===== config.mk =====
export PLATFORM = sky130hd
export DESIGN_NAME = mem_port_arbiter
export DESIGN_NICKNAME = d
export VERILOG_FILES = /design/src/rtl/mem_port_arbiter_pkg.sv /design/src/rtl/mem_port_arbiter_pick.sv /design/src/rtl/mem_port_arbiter.sv
export SDC_FILE = /design/constraint.sdc
export NUM_CORES = 1
export LEC_CHECK = 0
export ABC_AREA = 1
export BUFFER_PORTS_ARGS = -buffer_cell sky130_fd_sc_hd__buf_4
export CORE_MARGIN = 2
export CORE_UTILIZATION = 47
export DETAILED_ROUTE_END_ITERATION = 7
export PLACE_DENSITY_LB_ADDON = 0.25
export SETUP_SLACK_MARGIN = 0.02
export SLEW_MARGIN = 25
export SYNTH_ARGS = -nofsm -noshare
export SYNTH_HDL_FRONTEND = slang
export SYNTH_SLANG_ARGS = --single-unit

===== constraint.sdc =====
create_clock -name clk -period 2.6 [get_ports clk]
set_input_delay 0.26 -clock clk [delete_from_list [all_inputs] [get_ports clk]]
set_output_delay 0.26 -clock clk [all_outputs]
set_load 0.01 [all_outputs]

===== src/rtl/mem_port_arbiter_pkg.sv =====
// Shared constants for the inst/data memory port arbiter.
package mem_port_arbiter_pkg;

  // FSM state encodings.
  typedef logic [1:0] state_t;
  localparam state_t ST_IDLE  = 2'd0;
  localparam state_t ST_ISSUE = 2'd1;
  localparam state_t ST_WAIT  = 2'd2;
  localparam state_t ST_RESP  = 2'd3;

  // Owner encodings.
  typedef logic owner_t;
  localparam owner_t OWNER_IF = 1'b0;
  localparam owner_t OWNER_D  = 1'b1;

  // Arbitration modes.
  localparam int RR_FIXED = 0;
  localparam int RR_ROUND = 1;

  // Generic enable/disable levels.
  localparam logic ENABLE  = 1'b1;
  localparam logic DISABLE = 1'b0;

  // Wait counter width; covers LATENCY up to 7.
  localparam int CNT_W = 3;

  // The port that did not own the previous access.
  function automatic owner_t other_owner(input owner_t o);
    return (o == OWNER_IF) ? OWNER_D : OWNER_IF;
  endfunction

endpackage


===== src/rtl/mem_port_arbiter_pick.sv =====
// Owner selection between the fetch and data ports.
module mem_arb_pick
  import mem_port_arbiter_pkg::*;
#(
  parameter int RR_MODE = RR_FIXED
) (
  input  logic   if_req_i,
  input  logic   d_req_i,
  input  owner_t last_owner_i,
  output logic   grant_o,
  output owner_t owner_o
);

  // Pick an owner: fixed priority favours data, round-robin alternates on conflict.
  always_comb begin
    grant_o = if_req_i | d_req_i;
    owner_o = OWNER_IF;
    if (RR_MODE == RR_ROUND) begin
      if (if_req_i && d_req_i) begin
        owner_o = other_owner(last_owner_i);
      end else if (d_req_i) begin
        owner_o = OWNER_D;
      end
    end else if (d_req_i) begin
      owner_o = OWNER_D;
    end
  end

endmodule


===== src/rtl/mem_port_arbiter.sv =====
// Serializes fetch and load/store accesses onto one single-port memory.
//
// state    | meaning
// ST_IDLE  | no access in flight; sample requests and latch the winner into mem_*
// ST_ISSUE | mem_ce_o high for this single cycle
// ST_WAIT  | count memory latency; capture read data when cnt reaches LATENCY
// ST_RESP  | owner's ack pulses; requests are not resampled (req may be stale)
module mem_port_arbiter
  import mem_port_arbiter_pkg::*;
#(
  parameter int ADDR_W  = 32,
  parameter int DATA_W  = 32,
  parameter int LATENCY = 1,
  parameter int RR_MODE = RR_FIXED
) (
  input  logic                clk,
  input  logic                rst,
  input  logic                if_req_i,
  input  logic [ADDR_W-1:0]   if_addr_i,
  output logic                if_ack_o,
  output logic [DATA_W-1:0]   if_rdata_o,
  input  logic                d_req_i,
  input  logic                d_we_i,
  input  logic [DATA_W/8-1:0] d_sel_i,
  input  logic [ADDR_W-1:0]   d_addr_i,
  input  logic [DATA_W-1:0]   d_wdata_i,
  output logic                d_ack_o,
  output logic [DATA_W-1:0]   d_rdata_o,
  output logic                stall_if_o,
  output logic                stall_mem_o,
  output logic                mem_ce_o,
  output logic                mem_we_o,
  output logic [DATA_W/8-1:0] mem_sel_o,
  output logic [ADDR_W-1:0]   mem_addr_o,
  output logic [DATA_W-1:0]   mem_wdata_o,
  input  logic [DATA_W-1:0]   mem_rdata_i
);

  localparam int SEL_W = DATA_W / 8;
  localparam logic [CNT_W-1:0] LAT_C = CNT_W'(LATENCY);

  state_t             state_q, state_d;
  logic [CNT_W-1:0]   cnt_q, cnt_d;
  owner_t             owner_q, owner_d;
  owner_t             last_owner_q, last_owner_d;
  logic               mem_ce_q, mem_ce_d;
  logic               mem_we_q, mem_we_d;
  logic [SEL_W-1:0]   mem_sel_q, mem_sel_d;
  logic [ADDR_W-1:0]  mem_addr_q, mem_addr_d;
  logic [DATA_W-1:0]  mem_wdata_q, mem_wdata_d;
  logic               if_ack_q, if_ack_d;
  logic               d_ack_q, d_ack_d;
  logic [DATA_W-1:0]  if_rdata_q, if_rdata_d;
  logic [DATA_W-1:0]  d_rdata_q, d_rdata_d;

  logic   grant;
  owner_t pick_owner;

  mem_arb_pick #(
    .RR_MODE (RR_MODE)
  ) u_pick (
    .if_req_i     (if_req_i),
    .d_req_i      (d_req_i),
    .last_owner_i (last_owner_q),
    .grant_o      (grant),
    .owner_o      (pick_owner)
  );

  // Next-state logic for the access sequencer and its registered outputs.
  always_comb begin
    state_d      = state_q;
    cnt_d        = cnt_q;
    owner_d      = owner_q;
    last_owner_d = last_owner_q;
    mem_ce_d     = DISABLE;
    mem_we_d     = mem_we_q;
    mem_sel_d    = mem_sel_q;
    mem_addr_d   = mem_addr_q;
    mem_wdata_d  = mem_wdata_q;
    if_ack_d     = DISABLE;
    d_ack_d      = DISABLE;
    if_rdata_d   = '0;
    d_rdata_d    = '0;

    case (state_q)
      ST_IDLE: begin
        if (grant) begin
          owner_d  = pick_owner;
          mem_ce_d = ENABLE;
          if (pick_owner == OWNER_D) begin
            mem_we_d    = d_we_i;
            mem_sel_d   = d_sel_i;
            mem_addr_d  = d_addr_i;
            mem_wdata_d = d_wdata_i;
          end else begin
            mem_we_d    = DISABLE;
            mem_sel_d   = '1;
            mem_addr_d  = if_addr_i;
            mem_wdata_d = '0;
          end
          state_d = ST_ISSUE;
        end
      end
      ST_ISSUE: begin
        cnt_d   = CNT_W'(1);
        state_d = ST_WAIT;
      end
      ST_WAIT: begin
        if (cnt_q == LAT_C) begin
          state_d = ST_RESP;
          if (owner_q == OWNER_D) begin
            d_ack_d   = ENABLE;
            // Writes complete with zero load data.
            d_rdata_d = mem_we_q ? '0 : mem_rdata_i;
          end else begin
            if_ack_d   = ENABLE;
            if_rdata_d = mem_rdata_i;
          end
        end else begin
          cnt_d = cnt_q + CNT_W'(1);
        end
      end
      ST_RESP: begin
        last_owner_d = owner_q;
        cnt_d        = '0;
        state_d      = ST_IDLE;
      end
      default: begin
        state_d = ST_IDLE;
      end
    endcase
  end

  // State and output registers; reset aborts any access without an ack.
  always_ff @(posedge clk) begin
    if (rst) begin
      state_q      <= ST_IDLE;
      cnt_q        <= '0;
      owner_q      <= OWNER_IF;
      last_owner_q <= OWNER_IF;
      mem_ce_q     <= 1'b0;
      mem_we_q     <= 1'b0;
      mem_sel_q    <= '0;
      mem_addr_q   <= '0;
      mem_wdata_q  <= '0;
      if_ack_q     <= 1'b0;
      d_ack_q      <= 1'b0;
      if_rdata_q   <= '0;
      d_rdata_q    <= '0;
    end else begin
      state_q      <= state_d;
      cnt_q        <= cnt_d;
      owner_q      <= owner_d;
      last_owner_q <= last_owner_d;
      mem_ce_q     <= mem_ce_d;
      mem_we_q     <= mem_we_d;
      mem_sel_q    <= mem_sel_d;
      mem_addr_q   <= mem_addr_d;
      mem_wdata_q  <= mem_wdata_d;
      if_ack_q     <= if_ack_d;
      d_ack_q      <= d_ack_d;
      if_rdata_q   <= if_rdata_d;
      d_rdata_q    <= d_rdata_d;
    end
  end

  assign mem_ce_o    = mem_ce_q;
  assign mem_we_o    = mem_we_q;
  assign mem_sel_o   = mem_sel_q;
  assign mem_addr_o  = mem_addr_q;
  assign mem_wdata_o = mem_wdata_q;
  assign if_ack_o    = if_ack_q;
  assign d_ack_o     = d_ack_q;
  assign if_rdata_o  = if_rdata_q;
  assign d_rdata_o   = d_rdata_q;

  // Stall lifts in the ack cycle so the pipeline advances together with the data.
  assign stall_if_o  = if_req_i & ~if_ack_q;
  assign stall_mem_o = d_req_i & ~d_ack_q;

endmodule


Word-level counts from Yosys, hierarchy flattened
Index checks and enable logic that the tools add are counted.

word-level totals
  register bits after elaboration = 142
  latch bits = 0
  memory bits (writable) = 0
  bits in read-only memories = 0
  output and inout port bits = 138
  logic and storage cells = 51
  memories kept = 0

cells by class
  add/sub/neg operators = 1
  multiply operators = 0
  div/mod/pow operators = 0
  magnitude comparators = 0
  equality and inequality tests = 7
  shifts and indexed selects = 0
  muxes and demuxes = 13
  bitwise operators = 9
  reductions and logical operators = 9

operators with widths
  kind                                                              number
  32-bit two-way mux                                                2
  3-bit case mux with 3 select lines                                1
  2-bit case mux with 4 select lines                                1
  2-bit != test (second input constant)                             3
  1-bit NOT                                                         6
  2-bit AND reduction                                               3
  1-bit two-way mux                                                 5
  5-bit OR reduction                                                1
  2-bit == test (second input constant)                             2
  2-bit two-way mux                                                 2
  4-bit two-way mux                                                 1
  4-bit OR reduction                                                1
  3-bit by 1-bit adder with 3-bit output (second input constant)    1
  3-bit by 1-bit == test with 1-bit output (second input constant)  1
  3-bit two-way mux                                                 1
  3-bit nonzero test                                                1
  3-bit OR reduction                                                1
  1-bit AND                                                         2
  2-bit by 1-bit == test with 1-bit output (second input constant)  1
  2-bit logical NOT                                                 1
  2-bit OR reduction                                                1
  1-bit OR                                                          1

Logic depth before layout (Yosys ltp)
Gate-level depths: netlist of run 1.

  depth in word-level cells = 3
  depth in mapped cells = 8
  depth with buffers taken out = 8

Cells and area by module
From an unflattened synthesis of run 1, not the netlist that was laid out.

unflattened totals
  cell total of the unflattened synthesis = 612
  area, all modules = 5106.1 µm²

by module, submodules not included
  module            times used  cells each  area an instance (µm²)
  mem_port_arbiter  1           608         5087.4
  mem_arb_pick      1           4           18.8

Worst setup path before layout of run 1
No wires, ideal clock.

  path type = register to register
  from = register state_q[0]
  to = register if_rdata_q[22], in the netlist if_rdata_o[22]
  library setup time = 0.064 ns
  data arrival time = 1.280 ns
  setup slack = 1.256 ns
  stages on the path, launching flop included = 8
  period minus slack after synthesis = 1.344 ns
  cells stage by stage = dfxtp_1 > inv_1 > ha_1 > nand3_2 > nor2_2 > nand2_1 > buf_2 > nor2_1

between the ends
  word-level cells in the longest chain between the ends = 3

ends and longest elaborated chain
  item                          line                     source
  from (decl)                   mem_port_arbiter.sv:42   state_t state_q, state_d;
  from (signal assigned)        mem_port_arbiter.sv:151  state_q <= state_d;
  2-bit == test                 mem_port_arbiter.sv:85   case (state_q)
  1-bit NOT (no line)           --
  4-bit OR reduction (no line)  --
  to (signal assigned)          mem_port_arbiter.sv:162  if_rdata_q <= if_rdata_d;
  to (decl)                     mem_port_arbiter.sv:53   logic [DATA_W-1:0] if_rdata_q, if_rdata_d;

No other way between the ends.
A chain may end at the register's enable or synchronous reset.

Worst setup path in the final report of run 1
  from = register state_q[0]
  to = register d_rdata_q[16], in the netlist d_rdata_o[16]

between the ends
  word-level cells in the longest chain between the ends = 3

ends and longest elaborated chain
  item                          line                     source
  2-bit == test                 mem_port_arbiter.sv:85
  1-bit NOT (no line)           --
  5-bit OR reduction (no line)  --
  to (signal assigned)          mem_port_arbiter.sv:163  d_rdata_q <= d_rdata_d;
  to (decl)                     mem_port_arbiter.sv:54   logic [DATA_W-1:0] d_rdata_q, d_rdata_d;

No other way between the ends.

==> run metrics, run 1 <==
status=completed; clk_lat worst skew=0.50 ns; Worst VDD drop=0.481 mV; Starting Density=0.480; Synth Instances=636; Rel. slew slack=0.518; R2R setup slack=0.58 ns; mean routed wirelength per cell=around 14 um; clock slew at the register clock pins of the worst setup and hold paths=0.06 ns; share of layout cells above drive strength 1=0.329; Avg Cell Area, Syn=a little under 8 um2; Max Cap Viol=0; Die ar.=11,300 um2; Area Growth Syn to Fin=65.7%; Synth area leader=dfxtp_1; Post-Route WL=15,300 um; CP Data Required Time=3.01 ns; first-pass GRT wire length=between 20,000 and 25,000 um; Fmax=496 MHz; Final Max Tran Viols=0; Crit Path Class=reg2reg; Hold Path Sink=mem_wdata_o[2]; H-tree Lvls=4; vias post-DR=5,151; n_diodes=0; Post-Syn Nets=between 700 and 800; register area share after synthesis=0.579; Clk Tree Root Cell=clkbuf_8; PortBufs=274; core area=10,200 um2; Critical R2R Capture=d_rdata_o[16]; yosys synthesis warning count=0; share of the synthesized area in the top cell type=0.579; P_leak=about 4 nW; CP Max Fanout=32; Die Wd=106 um; initial antenna violation count=0; placer congestion estimate=0.842; vias in the first global route=between 4k and 5k; Top Ports=275; R2R depth=6; hold path start=d_wdata_i[2]; Post-DRT Antenna Nets=0; Cell Area, Synth=4910 um2; Final setup viols=0; setup_tns=0 ns; overall routing resource usage=0.263; most frequent cells in the layout=buf_4 (277), nand2_1 (244), dfxtp_1 (142); synthesis-stage register bit count=142; unrepaired setup endpoints after global routing=no; post-synth cell types=20; fin crit period=2.02 ns; First-pass DRT Iterations=6; Final Cycle Share=0.776; Num CTS Buffers=17; Fin. Hold Viols=0; NumNets Final=1,092; pwr dens=847 nW/um2; worst r2r src=state_q[0]; Worst EP arrival=2.42 ns; hold path cells=3; # fillers=~660; Overflow after GRT=0; DRT iter0 DRCs=between 200 and 300; Post-CTS Setup Inserts=0; top cells by area, synth=dfxtp_1 (58%), nand2_1 (19%), a21oi_1 (7.1%); chip height=between 100 and 150 um; TritonCTS clock tree=yes; final routed DRC violation total=0; Worst Max-Slew Pin Slew=0.721 ns; Clock Sinks=142; non-filler cells, final=roughly 1.1k; Worst setup SP type=register; deepest clock path buffer count=2; placed cells=1,016; Clock Skew=0.00758 ns; dpl hpwl=~10,000 um; # rows=37; largest net degree at the start of global routing=50; path category of the worst min-delay check=in2reg; vias per cell=4.69; crit path capture type=register; commonest non-fill, non-tap cell in the layout=buf_4
==> cells in the mapped netlist (all sizes together) <==
library cell  number
inv               45
nand2            244
o21ai              6
nor2              82
ha                 5
a21oi             70
buf               25
clkbuf             9
nand3b             2
nand3              5
nor3               1
dfxtp            142
==> kinds of logic after synthesis <==
| kind of cell | share of synthesized area |
|---|---|
| buffers and inverters | 0.0685 |
| adder cells (fa/ha/maj) | 0.0127 |
| AND/OR/NAND/NOR | 0.262 |
| AO/OA/AOI/OAI | 0.0782 |
| flip-flops | 0.579 |
==> what timing repair did <==
item                                   CTS  global route
gates resized for setup                  0             0
setup endpoints to repair                0             0
endpoints found under the hold margin   79             0
hold buffers                            51             0
==> metrics by stage <==
stage / worst slack [ns] / total power [W] / hold WS [ns] / util / cell area (um2)
after detailed placement: 0.599 / 0.00441 / 0.454 / 0.686 / 7020
after floorplan: 1.26 / 0.00365 / 0.395 / - / 4910
after CTS: 0.587 / 0.00692 / 0.0000114 / 0.796 / 8140
after global placement: 0.799 / 0.00434 / 0.450 / 0.686 / 7020
after global routing: 0.450 / 0.00724 / 0.00774 / 0.796 / 8140
final: 0.583 / 0.00689 / 0.0270 / 0.796 / 8140
==> routing by layer <==
metal,wire length (um),part of all wire,up-vias,global-route usage
met4,585,0.038,0,0.133
met1,5660,0.37,2307,0.271
met2,7950,0.52,231,0.488
met3,1090,0.071,47,0.0681
li1,-,-,2566,-
met5,0,0,-,0
==> power by group <==
group          switching, W  total [W]  internal [W]
clock network      0.000941    0.00245       0.00151
logic               0.00104    0.00184      0.000795
registers          0.000158    0.00261       0.00245
total               0.00214    0.00689       0.00475
==> registers in the layout, indices dropped and copies added, names as in the netlist <==
| name | count |
|---|---|
| mem_we_o | 1 |
| mem_ce_o | 1 |
| cnt_q | 3 |
| d_rdata_o | 32 |
| d_ack_o | 1 |
| if_ack_o | 1 |
| mem_addr_o | 32 |
| if_rdata_o | 32 |
| mem_sel_o | 4 |
| owner_q | 1 |
| mem_wdata_o | 32 |
| state_q | 2 |
==> critical path, cell delays in order, from the launching register on <==
cell and delay (ns):
dfxtp_1 0.32, inv_1 0.10, ha_1 0.30, nand3_2 0.20, nor2_2 0.16, nand3b_2 0.52
nor2_1 0.34
==> area by class of cell <==
cell class | count | area [um2] | share of cell area
Multi-Input combinational cell | 415 | 1740 | 0.214
Clock buffer | 18 | 428 | 0.0526
Tap cell | 136 | 170 | 0.0209
Sequential cell | 142 | 2840 | 0.349
Timing Repair Buffer | 329 | 2610 | 0.321
Clock inverter | 14 | 180 | 0.0221
Inverter | 45 | 169 | 0.0207
==> worst max-delay path by stage <==
| stage | start | to | slack (ns) | cells after the start |
|---|---|---|---|---|
| floorplan | state_q[0] | if_rdata_o[22] | 1.26 | 7 |
| finish | state_q[0] | d_rdata_o[16] | 0.58 | 6 |
| detailed placement | state_q[0] | d_rdata_o[18] | 0.60 | 6 |
| CTS | state_q[0] | d_rdata_o[18] | 0.59 | 6 |
| global placement | state_q[0] | d_rdata_o[27] | 0.80 | 6 |
| global route | state_q[0] | d_rdata_o[16] | 0.45 | 6 |
No activity file was read; power rests on OpenSTA's default activity.
==> run 2, diff against run 1 <==
ABC_AREA = 0   (was 1)
CORE_UTILIZATION = 44   (was 47)
clock period = 1.95 ns   (was 2.6 ns; I/O delays follow)
==> run 2 against run 1 <==
Largest cell class unchanged. Final area shrank 2.0%. Register-to-register slack worse by 0.29 ns. Power grew 35%. Setup slack worse by 0.29 ns. Flip-flop and latch count unchanged. Via count shrank 13%. Count of clock-buffer cells in the layout up 1. Sequential share of layout area up 0.70 points. Critical path depth unchanged. Die area rose by 8.9%. Utilization down 8.8 points. Worst hold slack got worse by 0.013 ns.
==> run metrics, run 2 <==
deepest clock path buffer count=2; share of layout cells above drive strength 1=0.398; n_diodes=0; Clock Skew=about 0.012 ns; path category of the worst min-delay check=in2reg; Num CTS Buffers=17; yosys synthesis warning count=0; First-pass DRT Iterations=4; Clock Sinks=142; Synth area leader=dfxtp_1; CP delay by family, top=simple AND/OR/NAND/NOR gates; Rel. slew slack=0.422; top cells by area, synth=dfxtp_1 (57%), and2_1 (8.0%), mux2i_1 (6.6%); crit-path cells=inv_1 > ha_1 > nand3b_4 > nor3_4 > buf_4 > and2_1; compound-gate portion of the synthesized area=0.103; overall routing resource usage=0.220; post-synthesis adder-cell area fraction=0.0125; status=completed; placer congestion estimate=roughly 0.75; Die Wd=111 um; initial antenna violation count=0; Fin. Hold Viols=0; Worst setup SP type=register; Starting Density=0.446; Buf+Inv Stages, Crit Path=2; Worst VDD drop=0.710 mV; Final Max Tran Viols=0; worst r2r src=state_q[0]; Post-Syn Nets=approximately 640; Top Ports=275; R2R setup slack=0.29 ns; chip height=111 um; Worst Max-Slew Pin Slew=0.863 ns; fin crit period=between 1.5 and 2 ns; clk_lat worst skew=between 0.4 and 0.5 ns; fin area=7980 um2; Final setup viols=0; P_leak=about 3.8 nW; ys async rst share=0; Worst EP arrival=2.00 ns; vias post-DR=roughly 4.5k; most frequent cells in the layout=buf_4 (278), dfxtp_1 (142), and2_1 (64); Post-DRT Antenna Nets=0; CP max stage delay=around 0.37 ns; hold buffers post-CTS=30; Post-CTS Setup Inserts=0; most frequent cell after synthesis=dfxtp_1; setup_tns=0 ns; DRT iter0 DRCs=between 150 and 200; largest family of logic cells by synthesized area=simple AND/OR/NAND/NOR gates; number of flops mapped to enable cells by yosys=0; clock slew at the register clock pins of the worst setup and hold paths=0.06 ns; Cell Area, Synth=5020 um2; hold path start=mem_rdata_i[30]; vias per cell=between 4 and 5; post-synth cell types=30; Die ar.=12,300 um2; pwr dens=between 1000 and 1500 nW/um2; share of the synthesized area in the top cell type=0.566; R2R depth=6; pre-CTS setup slack=0.335 ns; slowest CP cell=ha_1; TritonCTS clock tree=yes; Synth top cells by count=dfxtp_1 (142), and2_1 (64), nor2_1 (42); placed instance area=7110 um2; PortBufs=274; H-tree Lvls=4; first-pass GRT wire length=21,900 um; crit path from=state_q[0]; CP Data Required Time=2.29 ns; CP Max Fanout=32; Crit Path Class=reg2reg; Tot Pwr=0.00933 W; mean routed wirelength per cell=~14 um; post-CTS sizing=0; Levels on crit path=6; crit path capture type=register; Synth Instances=495; commonest non-fill, non-tap cell in the layout=buf_4; largest net degree at the start of global routing=59; # fillers=around 800; Overflow after GRT=0; Avg Cell Area, Syn=10.1 um2; Area Growth Syn to Fin=58.9%; core area=11,300 um2; post-synthesis simple-gate area fraction=0.202; Post-Route WL=approximately 14,000 um; post-route setup slack=0.292 ns; vias in the first global route=around 4.4k; Post-Synth XOR/XNOR Area=0; Final Cycle Share=0.850; # rows=39; Most used DFF post-synth=dfxtp_1; Fmax=603 MHz; unrepaired setup endpoints after global routing=no; Clk Tree Root Cell=clkbuf_16; Critical Path Sink=d_rdata_o[18]; Max Cap Viol=0; Critical R2R Capture=d_rdata_o[18]; NumNets Final=929; multiplexer share of the synthesized area=0.0658; dpl hpwl=9380 um; register area share after synthesis=0.566; final routed DRC violation total=0; synthesis-stage register bit count=142
==> run 2: changes by cell type after synthesis, moves of 4 or more <==
| cell | change |
|---|---|
| a211oi_1 | +32 |
| a21oi_1 | -33 |
| and2_1 | +64 |
| buf_2 | -8 |
| buf_6 | +8 |
| inv_1 | -40 |
| mux2i_1 | +33 |
| nand2_1 | -209 |
| nand2b_1 | +4 |
| nand3_1 | +30 |
| nand3b_1 | +4 |
| nor2_1 | -38 |
==> run 2: cells by family (layout without fill, tap and decap cells) <==
family                     Yosys count  after routing
AOI/OAI and AO/OA                   81             81
adders and majority gates            5              5
and+or+nand+nor                    193            193
buffers and inverters               41            346
DFF                                142            142
muxes                               33             33
==> run 2: routing by layer <==
layer / part of all wire / track usage / wire, um
met1: 0.40 / 0.255 / 5460
met2: 0.50 / 0.382 / 6810
met3: 0.079 / 0.0727 / 1070
met4: 0.018 / 0.0767 / 248
met5: 0 / 0 / 0
==> run 2: power by group <==
group	internal [W]	switching [W]	leakage (nW)	total, W
Clock	0.00182	0.00128	0.277	0.00310
Sequential	0.00333	0.000228	1.16	0.00355
Combinational	0.00123	0.00144	2.32	0.00268
==> run 2: final cells by class <==
class	count	area (um2)	area share
well taps	143	179	0.0224
inverters	3	11.3	0.00141
clock buffers	19	443	0.0555
multi-input cells	312	1930	0.241
flip-flops and latches	142	2840	0.356
clock inverters	13	131	0.0165
repair buffers	311	2450	0.307
==> run 2: how the worst min path moves through the flow <==
stage | endpoint | depth (start not counted)
after global placement | d_rdata_o[12] | 2
after CTS | d_rdata_o[22] | 2
after floorplan | d_rdata_o[0] | 1
after global routing | if_rdata_o[30] | 2
after detailed placement | d_rdata_o[15] | 2
final | if_rdata_o[30] | 2
==> run 2: stage by stage <==
| stage | cells | hold WS (ns) | utilization |
|---|---|---|---|
| global route | 943 | 0.00776 | 0.708 |
| floorplan | 495 | 0.317 | - |
| finish | 943 | 0.0140 | 0.708 |
| detailed placement | 881 | 0.407 | 0.630 |
| CTS | 943 | 0.00463 | 0.708 |
| global placement | 881 | 0.404 | 0.630 |
==> run 3, diff against run 2 <==
--- a/constraint.sdc
+++ b/constraint.sdc
@@ -3,2 +3,2 @@
 set_output_delay 0.195 -clock clk [all_outputs]
-set_load 0.01 [all_outputs]
+set_load 0.1 [all_outputs]
==> run 3 against run 2 <==
Final area about the same. Non-clock buffer count is 4 higher. Register-to-register slack hardly changed. First-iteration DRC count increased by 9.9%. Global-route usage shrank 0.29 points. Sequential share of layout area about the same. Final cell count rose by 0.42%. Critical path depth unchanged. Highest routed layer unchanged.
==> run metrics, run 3 (same netlist as run 2, synthesis figures left out) <==
TritonCTS clock tree=yes; NumNets Final=about 930; hold buffers post-CTS=30; vias post-DR=~4.5k; initial antenna violation count=0; Clock Sinks=around 140; commonest non-fill, non-tap cell in the layout=buf_4; final routed DRC violation total=0; Worst VDD drop=~1.1 mV; vias in the first global route=4,540; Worst Max-Slew Pin Slew=0.856 ns; post-CTS sizing=0; mean routed wirelength per cell=roughly 14 um; share of layout cells above drive strength 1=0.404; vias per cell=4.76; first-pass GRT wire length=21,700 um; FF/Latch Area=2840 um2; PortBufs=~270; path category of the worst min-delay check=in2reg; setup_tns=0 ns; Area Growth Syn to Fin=58.9%; Max Cap Viol=0; Final Max Tran Viols=0; Final Cycle Share=0.849; placed cells=885; non-filler cells, final=947; # fillers=844; footprint of the multi-input gates=1930 um2; placed instance area=7130 um2; deepest clock path buffer count=2; status=completed; DRT iter0 DRCs=166; CP Max Fanout=35; fin crit period=1.65 ns; fin area=7980 um2; Overflow after GRT=0; final core utilization=0.708; Min Hold Slack=0.0183 ns; chip height=about 110 um; # rows=39; largest net degree at the start of global routing=47; Clk Tree Root Cell=clkbuf_16; Crit Path Class=reg2reg; Worst EP arrival=just under 2 ns; dpl hpwl=about 9500 um; pwr dens=~1500 nW/um2; R2R setup slack=0.30 ns; core area=roughly 11,000 um2; H-tree Lvls=4; Post-DRT Antenna Nets=0; Die Wd=111 um; Fmax=between 600 and 700 MHz; Num CTS Buffers=17; Worst setup SP type=register; Clock Skew=0.00760 ns; Rel. slew slack=0.427; Final setup viols=0; crit path capture type=register; Starting Density=0.446; unrepaired setup endpoints after global routing=no; most frequent cells in the layout=buf_4 (283), dfxtp_1 (142), and2_1 (64); First-pass DRT Iterations=4; P_leak=3.74 nW; Die ar.=12,300 um2; Post-Route WL=around 14,000 um; placer congestion estimate=approximately 0.76; Top Ports=about 280; clk_lat worst skew=0.41 ns; clock slew at the register clock pins of the worst setup and hold paths=0.06 ns; overall routing resource usage=0.218; Post-CTS Setup Inserts=0; n_diodes=0; Fin. Hold Viols=0; CP Data Required Time=2.27 ns
==> run 3: changes by cell type in the layout (fill, tap and decap cells not counted), sizes merged <==
cell      previous run  this run
bufinv               1         0
buf                281       285
clkbuf              19        17
inv                  8        11
clkinvlp             2         7
clkinv               5         0
==> run 3: power breakdown <==
| group | switching, W | internal (W) |
|---|---|---|
| Sequential | 0.000230 | 0.00333 |
| Clock | 0.00132 | 0.00166 |
| Combinational | 0.00401 | 0.00129 |
==> run 3: worst max-delay path, cell delays in order, from the launching register on <==
cell	delay, ns
dfxtp_1	0.34
inv_1	0.08
ha_1	0.24
buf_4	0.23
o21ai_4	0.34
nand2_1	0.13
a21oi_1	0.20
==> run 3: metal layers <==
metal	track usage	vias up	routed length, um
met5	0	-	0
met4	0.0842	0	306
met3	0.0656	25	1050
met2	0.391	200	6890
met1	0.241	2025	5280
li1	-	2260	-
==> run 3: worst paths after layout <==
check,start,endpoint,depth (start not counted)
hold / removal,mem_rdata_i[6],d_rdata_o[6],2
setup reg to reg,state_q[0],mem_wdata_o[14],6
setup / recovery,state_q[0],mem_wdata_o[14],6
hold reg to reg,mem_wdata_o[2],mem_wdata_o[2],2
==> run 3: final cells by class <==
| type | count | area share |
|---|---|---|
| clock buffers | 17 | 0.0533 |
| multi-input cells | 312 | 0.242 |
| flip-flops and latches | 142 | 0.356 |
| repair buffers | 315 | 0.309 |
| well taps | 143 | 0.0224 |
| clock inverters | 15 | 0.0157 |
| inverters | 3 | 0.00141 |
==> run 3: through the flow <==
step	worst slack [ns]	total power (W)
global route	0.133	0.0123
global placement	0.410	0.00879
finish	0.295	0.0118
detailed placement	0.328	0.00889
CTS	0.304	0.0119
floorplan	0.163	0.00774
